$ cat config.mk
export PLATFORM = sky130hd
export DESIGN_NAME = alu_issue_stage
export DESIGN_NICKNAME = d
export VERILOG_FILES = /design/src/rtl/alu_issue_stage_pkg.sv /design/src/rtl/grf_2r1w.sv /design/src/rtl/alu_issue_stage.sv
export SDC_FILE = /design/constraint.sdc
export NUM_CORES = 2
export LEC_CHECK = 0
export ABC_AREA = 0
export BUFFER_PORTS_ARGS = -buffer_cell sky130_fd_sc_hd__buf_2
export CELL_PAD_IN_SITES_DETAIL_PLACEMENT = 1
export CELL_PAD_IN_SITES_GLOBAL_PLACEMENT = 1
export CORE_MARGIN = 2
export CORE_UTILIZATION = 58
export CTS_CLUSTER_DIAMETER = 80
export DETAILED_ROUTE_END_ITERATION = 10
export GPL_TIMING_DRIVEN = 0
export HOLD_SLACK_MARGIN = 0.05
export PLACE_DENSITY_LB_ADDON = 0.1
export RECOVER_POWER = 100
export SLEW_MARGIN = 10
export SYNTH_ARGS = -nofsm -noshare
export SYNTH_HDL_FRONTEND = slang
export SYNTH_SLANG_ARGS = --single-unit
export TNS_END_PERCENT = 1
$ cat constraint.sdc
create_clock -name clk -period 4.6 [get_ports clk]
set_input_delay 0.23 -clock clk [delete_from_list [all_inputs] [get_ports clk]]
set_output_delay 0.23 -clock clk [all_outputs]
set_load 0.005 [all_outputs]
$ cat src/rtl/alu_issue_stage_pkg.sv
// Shared constants and ALUOp encodings for the ALU issue stage, the ALU and their benches.
package alu_issue_stage_pkg;

    localparam int unsigned DataW = 32;
    localparam int unsigned RegN  = 32;
    localparam int unsigned AddrW = 5;
    localparam int unsigned OpW   = 3;
    localparam int unsigned CntW  = 32;

    // Codes 110/111 are unassigned; the issue stage forwards them untouched.
    typedef enum logic [OpW-1:0] {
        AluAdd = 3'b000,
        AluSub = 3'b001,
        AluAnd = 3'b010,
        AluOr  = 3'b011,
        AluXor = 3'b100,
        AluSlt = 3'b101
    } alu_op_e;

endpackage

$ cat src/rtl/grf_2r1w.sv
// General register file: two async read ports plus a debug read, one sync write port,
// async active-low clear, register 0 hardwired to zero.
module grf_2r1w
    import alu_issue_stage_pkg::*;
#(
    parameter int unsigned DATA_W = DataW,
    parameter int unsigned REG_N  = RegN,
    parameter int unsigned ADDR_W = AddrW
) (
    input  logic              clk,
    input  logic              reset_n,
    input  logic              we_i,
    input  logic [ADDR_W-1:0] waddr_i,
    input  logic [DATA_W-1:0] wdata_i,
    input  logic [ADDR_W-1:0] ra_addr_i,
    output logic [DATA_W-1:0] ra_data_o,
    input  logic [ADDR_W-1:0] rb_addr_i,
    output logic [DATA_W-1:0] rb_data_o,
    input  logic [ADDR_W-1:0] dbg_addr_i,
    output logic [DATA_W-1:0] dbg_data_o
);

    logic [DATA_W-1:0] mem_q [REG_N];

    function automatic logic [DATA_W-1:0] read_port(input logic [ADDR_W-1:0] addr);
        return (addr == '0) ? '0 : mem_q[addr];
    endfunction

    always_ff @(posedge clk or negedge reset_n) begin
        if (!reset_n) begin
            for (int i = 0; i < int'(REG_N); i++) begin
                mem_q[i] <= '0;
            end
        end else begin
            // Entry 0 is never written, so it stays at its cleared value.
            for (int i = 1; i < int'(REG_N); i++) begin
                if (we_i && (waddr_i == ADDR_W'(i))) begin
                    mem_q[i] <= wdata_i;
                end
            end
        end
    end

    always_comb begin
        ra_data_o  = read_port(ra_addr_i);
        rb_data_o  = read_port(rb_addr_i);
        dbg_data_o = read_port(dbg_addr_i);
    end

endmodule

$ cat src/rtl/alu_issue_stage.sv
// Operand-issue stage ahead of the ALU: reads rs/rt from the GRF (with writeback bypass),
// holds A/B/ALUOp for the ALU and writes the result back to rd on retirement.
module alu_issue_stage
    import alu_issue_stage_pkg::*;
#(
    parameter int unsigned DATA_W = DataW,
    parameter int unsigned REG_N  = RegN,
    parameter int unsigned ADDR_W = AddrW,
    parameter int unsigned OP_W   = OpW
) (
    input  logic              clk,
    input  logic              reset_n,
    input  logic              in_valid,
    output logic              in_ready,
    input  logic [ADDR_W-1:0] in_rs,
    input  logic [ADDR_W-1:0] in_rt,
    input  logic [ADDR_W-1:0] in_rd,
    input  logic [OP_W-1:0]   in_op,
    output logic [DATA_W-1:0] alu_a,
    output logic [DATA_W-1:0] alu_b,
    output logic [OP_W-1:0]   alu_op,
    input  logic [DATA_W-1:0] alu_c,
    output logic              out_valid,
    input  logic              out_ready,
    output logic [CntW-1:0]   retire_cnt,
    input  logic [ADDR_W-1:0] dbg_addr,
    output logic [DATA_W-1:0] dbg_data
);

    logic [DATA_W-1:0] alu_a_q, alu_a_d;
    logic [DATA_W-1:0] alu_b_q, alu_b_d;
    logic [OP_W-1:0]   alu_op_q, alu_op_d;
    logic [ADDR_W-1:0] rd_q, rd_d;
    logic              out_valid_q, out_valid_d;
    logic [CntW-1:0]   cnt_q, cnt_d;

    logic              accept;
    logic              retire;
    logic              wb_en;
    logic [DATA_W-1:0] grf_a, grf_b;
    logic [DATA_W-1:0] opnd_a, opnd_b;

    assign in_ready = !out_valid_q || out_ready;
    assign accept   = in_valid && in_ready;
    assign retire   = out_valid_q && out_ready;
    assign wb_en    = retire && (rd_q != '0);

    grf_2r1w #(
        .DATA_W (DATA_W),
        .REG_N  (REG_N),
        .ADDR_W (ADDR_W)
    ) u_grf (
        .clk        (clk),
        .reset_n    (reset_n),
        .we_i       (wb_en),
        .waddr_i    (rd_q),
        .wdata_i    (alu_c),
        .ra_addr_i  (in_rs),
        .ra_data_o  (grf_a),
        .rb_addr_i  (in_rt),
        .rb_data_o  (grf_b),
        .dbg_addr_i (dbg_addr),
        .dbg_data_o (dbg_data)
    );

    // A result retiring this cycle is not in the GRF yet, so forward it to a matching reader.
    always_comb begin
        opnd_a = grf_a;
        opnd_b = grf_b;
        if (wb_en && (rd_q == in_rs)) begin
            opnd_a = alu_c;
        end
        if (wb_en && (rd_q == in_rt)) begin
            opnd_b = alu_c;
        end
    end

    always_comb begin
        alu_a_d     = alu_a_q;
        alu_b_d     = alu_b_q;
        alu_op_d    = alu_op_q;
        rd_d        = rd_q;
        out_valid_d = out_valid_q;
        cnt_d       = cnt_q;
        if (accept) begin
            alu_a_d     = opnd_a;
            alu_b_d     = opnd_b;
            alu_op_d    = in_op;
            rd_d        = in_rd;
            out_valid_d = 1'b1;
        end else if (retire) begin
            out_valid_d = 1'b0;
        end
        if (retire) begin
            cnt_d = cnt_q + CntW'(1);
        end
    end

    always_ff @(posedge clk or negedge reset_n) begin
        if (!reset_n) begin
            alu_a_q     <= '0;
            alu_b_q     <= '0;
            alu_op_q    <= '0;
            rd_q        <= '0;
            out_valid_q <= 1'b0;
            cnt_q       <= '0;
        end else begin
            alu_a_q     <= alu_a_d;
            alu_b_q     <= alu_b_d;
            alu_op_q    <= alu_op_d;
            rd_q        <= rd_d;
            out_valid_q <= out_valid_d;
            cnt_q       <= cnt_d;
        end
    end

    assign alu_a      = alu_a_q;
    assign alu_b      = alu_b_q;
    assign alu_op     = alu_op_q;
    assign out_valid  = out_valid_q;
    assign retire_cnt = cnt_q;

endmodule

# After elaboration in Yosys (flattened, before gate mapping)
# Cells that the tools add are included.
word_totals:
  register_bits: 1097
  output_inout_bits: 133
  inputBits: 59
op_classes:
  reduce_logical: 43
  bitwise: 3
  n_eq_ne: 33
  n_mux: 16
  n_addsub: 1
  n_lt_le_gt_ge: 3
ops:
  columns: ["operator", "count"]
  rows:
  - ["$bmux W32 S5", 3]
  - ["$mux W32", 11]
  - ["$eq A5 B5 Y1 const B", 16]
  - ["$eq A5 B4 Y1 const B", 8]
  - ["$logic_and A1 B1 Y1", 36]
  - ["$add A32 B1 Y32 const B", 1]
  - ["$eq A5 B3 Y1 const B", 4]
  - ["$ge A6 B6 Y1 const B", 3]
  - ["$not A5 Y6", 3]
  - ["$logic_not A5 Y1", 3]
  - ["$eq A5 B2 Y1 const B", 2]
  - ["$eq A5 B5 Y1", 2]
  - ["$eq A5 B1 Y1 const B", 1]
  - ["$reduce_bool A5 Y1", 1]
  - ["$mux W1", 2]
  - ["$reduce_bool A2 Y1", 1]
  - ["$logic_not A1 Y1", 1]
  - ["$logic_or A1 B1 Y1", 1]

# Logic depth before layout (Yosys ltp)
depth:
  depth_word: 6
  depth_mapped: 10
  ltp_nobuf: 6

# By module
# A second synthesis with hierarchy kept.
hier_totals:
  cells_unflattened: 5176
  area_unflattened_um2: 67069.3
by_module_without_submodules:
  columns: ["module", "area_per_inst_um2", "cells_per_inst", "n_inst"]
  rows:
  - ["grf_2r1w", 61607.8, 4619, 1]
  - ["alu_issue_stage", 5461.5, 557, 1]

# Worst setup path before layout
# No wires, ideal clock.
synth_path:
  path_type: "input port to output port"
  from: "in dbg_addr[0]"
  to: "out dbg_data[0]"
  n_path_buf: 2
  setup_slack_ns: 2.191
  path_stages: 5
  t_arrival_ns: 2.179
  path_cell_list: "buf_2 -> buf_1 -> mux4_2 -> mux4_2 -> mux2_2"
synth_via:
  elab_chain_len: 5
  word_cells_on_any_way: 6
  cone_classes: "mux: 4; bitwise: 1; reduce/logical: 1"
synth_lines:
  columns: ["element", "line", "source"]
  rows:
  - ["start, declared", "alu_issue_stage.sv:26", "input logic [ADDR_W-1:0] dbg_addr,"]
  - ["$not A5 Y6 (not written as such)", "grf_2r1w.sv:26", "return (addr == '0) ? '0 : mem_q[addr];"]
  - ["$bmux W32 S5", "grf_2r1w.sv:26", null]
  - ["$mux W32 (not written as such) (2 in series)", "grf_2r1w.sv:26", null]
  - ["$mux W32 *", "grf_2r1w.sv:26", null]
  - ["end, declared", "alu_issue_stage.sv:27", "output logic [DATA_W-1:0] dbg_data"]
# Every way passes the cells marked *; elsewhere a longest branch is shown, timed or not. The select of a mux whose other input is x is not followed.

# Worst setup path after layout
layout_path:
  from: "in dbg_addr[1]"
  to: "out dbg_data[30]"
# Same word-level chain as after synthesis.

==> flow_metrics.py <==
metrics = {
    "flow_run": {
        "drv_cap": 2,
    },
    "power_and_ir_drop": {
        "p_switching_mw": 12.32,
        "cellPowerDensity_nw_per_um2": 500.4,
        "pwr-share-comb_pct": 29.5,
        "swShare_pct": 33.66,
        "vdd_drop_max_mv": 0.4039,
        "power_leakage_nw": 31.43,
        "pwr-share-seq_pct": 42.0,
        "p_clk_share_pct": 28.5,
        "intPower_mw": 24.28,
        "p_total_mw": 36.59,
    },
    "sta": {
        "fin_crit_sh_pct": 103.1,
        "period_needed_ps": 4745,
        "timing.fmax_mhz": 210.8,
        "finalWorstSetupSlack_ps": -144.6,
        "hold_viol_final": 0,
        "max_slew_margin_pct": -120.0,
        "final.setup.tns_ps": -884.1,
        "worst_pin_slew_ps": 3300,
        "drv_slew": 127,
        "finClkSkew_ps": 32.11,
        "grt_setup_unrepaired": "false",
        "setup_viol": 17,
    },
    "drt": {
        "first_iter_violations": 7706,
        "routedWlPerCell_um": 43.89,
        "drt_first_pass_iters": 6,
        "ant_nets": 0,
        "via_per_inst": 7.959,
        "drt_wl_total_um": 285900,
        "drc": 0,
        "num_vias": 51850,
    },
    "synth": {
        "yosysTopAreaCellShare_pct": 41.80,
        "syn_area_um2": 65680,
        "yosysMostFrequentCell": "mux2_2",
        "synth_fp_nets": 4599,
        "yosysTopAreaCell": "dfrtp_1",
        "ys_top_cells_by_count": "mux2_2 (1169), dfrtp_1 (1097), mux4_2 (672), clkbuf_1 (293), mux2i_1 (208)",
        "synth_edf_count": 0,
        "yosysSeqAreaShare_pct": 41.80,
        "avgSynthCellArea_um2": 14.47,
        "synthCells": 4539,
        "yosysWarnings": 32,
        "ys.flop_type": "dfrtp_1",
        "ys_async_sr_fraction_pct": 100.0,
        "synth.area.top_cells": "dfrtp_1 (42%), mux4_2 (23%), mux2_2 (20%)",
        "synth_cell_type_count": 48,
        "ys_ff_latch": 1097,
    },
    "placement": {
        "gp_congestion": 1.010,
        "hpwlAfterDp_um": 202700,
        "port_buffers": 182,
    },
    "worst_hold_path": {
        "min_from": "in_rd[4]",
        "min_path_type": "in -> reg",
    },
    "critical_path": {
        "cp.required_ps": 4370,
        "startpoint": "dbg_addr[1]",
        "critPathBufInv": 4,
        "crit_family": "buffers and inverters",
        "arrival_ps": 4510,
        "crit_fanout": 10,
        "timing.rr.start": "rd_q[0]$_DFFE_PN0P_",
        "crit_top_cell": "clkbuf_1",
        "timing.critical_path.cells": "clkbuf_1 > clkbuf_1 > clkbuf_1 > mux4_2 > mux4_2 > mux2_2 > buf_2",
        "worstSetupEndpointType": "output port",
        "cp_slowest_stage_delay_ps": 1130,
        "crit_slowest_cell": "clkbuf_1",
        "critPathLaunchType": "input pin",
        "path_class": "in -> out",
    },
    "cts": {
        "numCtsBuffers": 120,
        "clock-sinks": 1097,
        "clock_path_buffers": 3,
        "clk_pin_slew_ps": 60,
        "post_cts_buffers": 0,
        "cts_htree_levels": 3,
        "tritoncts": "built",
        "cts-root-buf": "clkbuf_16",
        "clock_latency_ps": 770,
    },
    "floorplan": {
        "die_y_um": 340.5,
        "row_count": 123,
        "dieWidth_um": 340.5,
        "io_pins": 192,
        "dieArea_um2": 115900,
        "design.core.area_um2": 112300,
        "initial_core_util_pct": 58.46,
    },
    "global_routing": {
        "grt_max_degree": 152,
        "grt_overflow": 0,
        "antenna_found_initial": 30,
        "use_met3_pct": 20.96,
        "top_usage_layer": "met2",
        "grt_pass1_wl_um": 404300,
        "grt_pass1_vias": 53320,
        "met1_usage_pct": 62.41,
        "grt_usage_pct": 49.43,
        "met2_usage_pct": 70.96,
    },
    "cells_and_area": {
        "fillerInstances": 10310,
        "final_nets": 4957,
        "syn_to_final_growth_pct": 11.36,
        "drive_above_1_share_pct": 45.47,
        "multi_input_area_um2": 35880,
        "seqCellArea_um2": 27450,
    },
    "run_status": {
        "violations": "capacitance limit, slew limit, setup timing",
        "status": "finished, violations left",
    },
}
-- power by group through the flow --
stage | registers, mW | logic [mW] | clock network, mW
global placement | 14.8 | 9.82 | 0
CTS | 15.1 | 10.5 | 10.4
floorplan | 14.1 | 7.35 | 0
finish | 15.4 | 10.8 | 10.4
detailed placement | 15.2 | 10.3 | 0
global route | 15.6 | 11.1 | 10.7
-- cell type report --
type,count,share of cell area (%)
diodes,17,0.05817
plain buffers,506,3.035
flip-flops and latches,1097,37.53
clock buffers,170,4.761
well taps,1500,2.566
clock inverters,52,0.9135
inverters,10,0.05132
repair buffers,236,2.027
multi-input cells,2926,49.05
-- sequential cells by signal, summed over array words and instances (netlist names) --
name	count
alu_op	3
alu_a	32
rd_q	5
retire_cnt	32
u_grf.mem_q	992
alu_b	32
out_valid	1
-- per-stage QoR --
stage	utilization, %	std cells	setup slack [ps]	hold slack [ps]	area (µm²)
floorplan	-	4539	2191	-65.59	65680
global placement	60.94	6221	-20910	425.3	68470
detailed placement	61.14	6229	282.9	270.0	68690
CTS	65.24	6496	288.2	123.7	73290
global route	65.07	6499	109.7	271.1	73100
finish	65.10	6514	-144.6	244.9	73140
-- worst reg2reg max path, stage by stage, from the launching register on --
cell	delay (ps)
dfrtp_1	330
or2_0	130
clkbuf_1	520
o41ai_1	290
nor3_1	1750
buf_6	320
clkbuf_1	740
a21oi_1	200
a31oi_1	200
-- cells by family after synthesis --
group,share of synthesized area (%)
buf+inv,3.496
mux,46.26
flops,41.80
fa+ha+maj,0.01905
compound gates,5.170
simple gates,2.717
xor+xnor,0.5467
-- layer usage --
layer	share of wire, %	vias up
met4	7.5	22
met1	34	27040
met2	43	4742
met5	0.094	-
li1	-	18680
met3	15	1363
-- path summary, 6_finish.rpt --
check | endpoint | slack, ps | cells past startpoint
max in group asynchronous | u_grf.mem_q[93]$_DFFE_PN0P_ | 730 | 3
worst min register to register | retire_cnt[19]$_DFFE_PN0P_ | 490 | 1
worst max-delay path | dbg_data[30] | -140 | 7
worst min-delay path | rd_q[4]$_DFFE_PN0P_ | 240 | 4
min in group asynchronous | u_grf.mem_q[710]$_DFFE_PN0P_ | 1050 | 2
worst max register to register | alu_a[22]$_DFFE_PN0P_ | 40 | 8
-- what timing repair did --
item / CTS / global route
hold buffers: 45 / 0
resized for setup: 0 / 0
endpoints found under the hold margin: 222 / 0
-- cell usage in the layout (no fill, tap or decap), types with 63 or more instances in the layout --
cell type / count
mux2_2: 1125
dfrtp_1: 1097
mux4_2: 672
clkbuf_1: 423
buf_2: 212
mux2i_1: 208
a21oi_1: 129
clkbuf_16: 121
nor2_1: 101
nand2_1: 87
o221ai_1: 80
a31oi_1: 64
a22o_1: 63
Note: power is estimated with default switching activity, not from simulation.
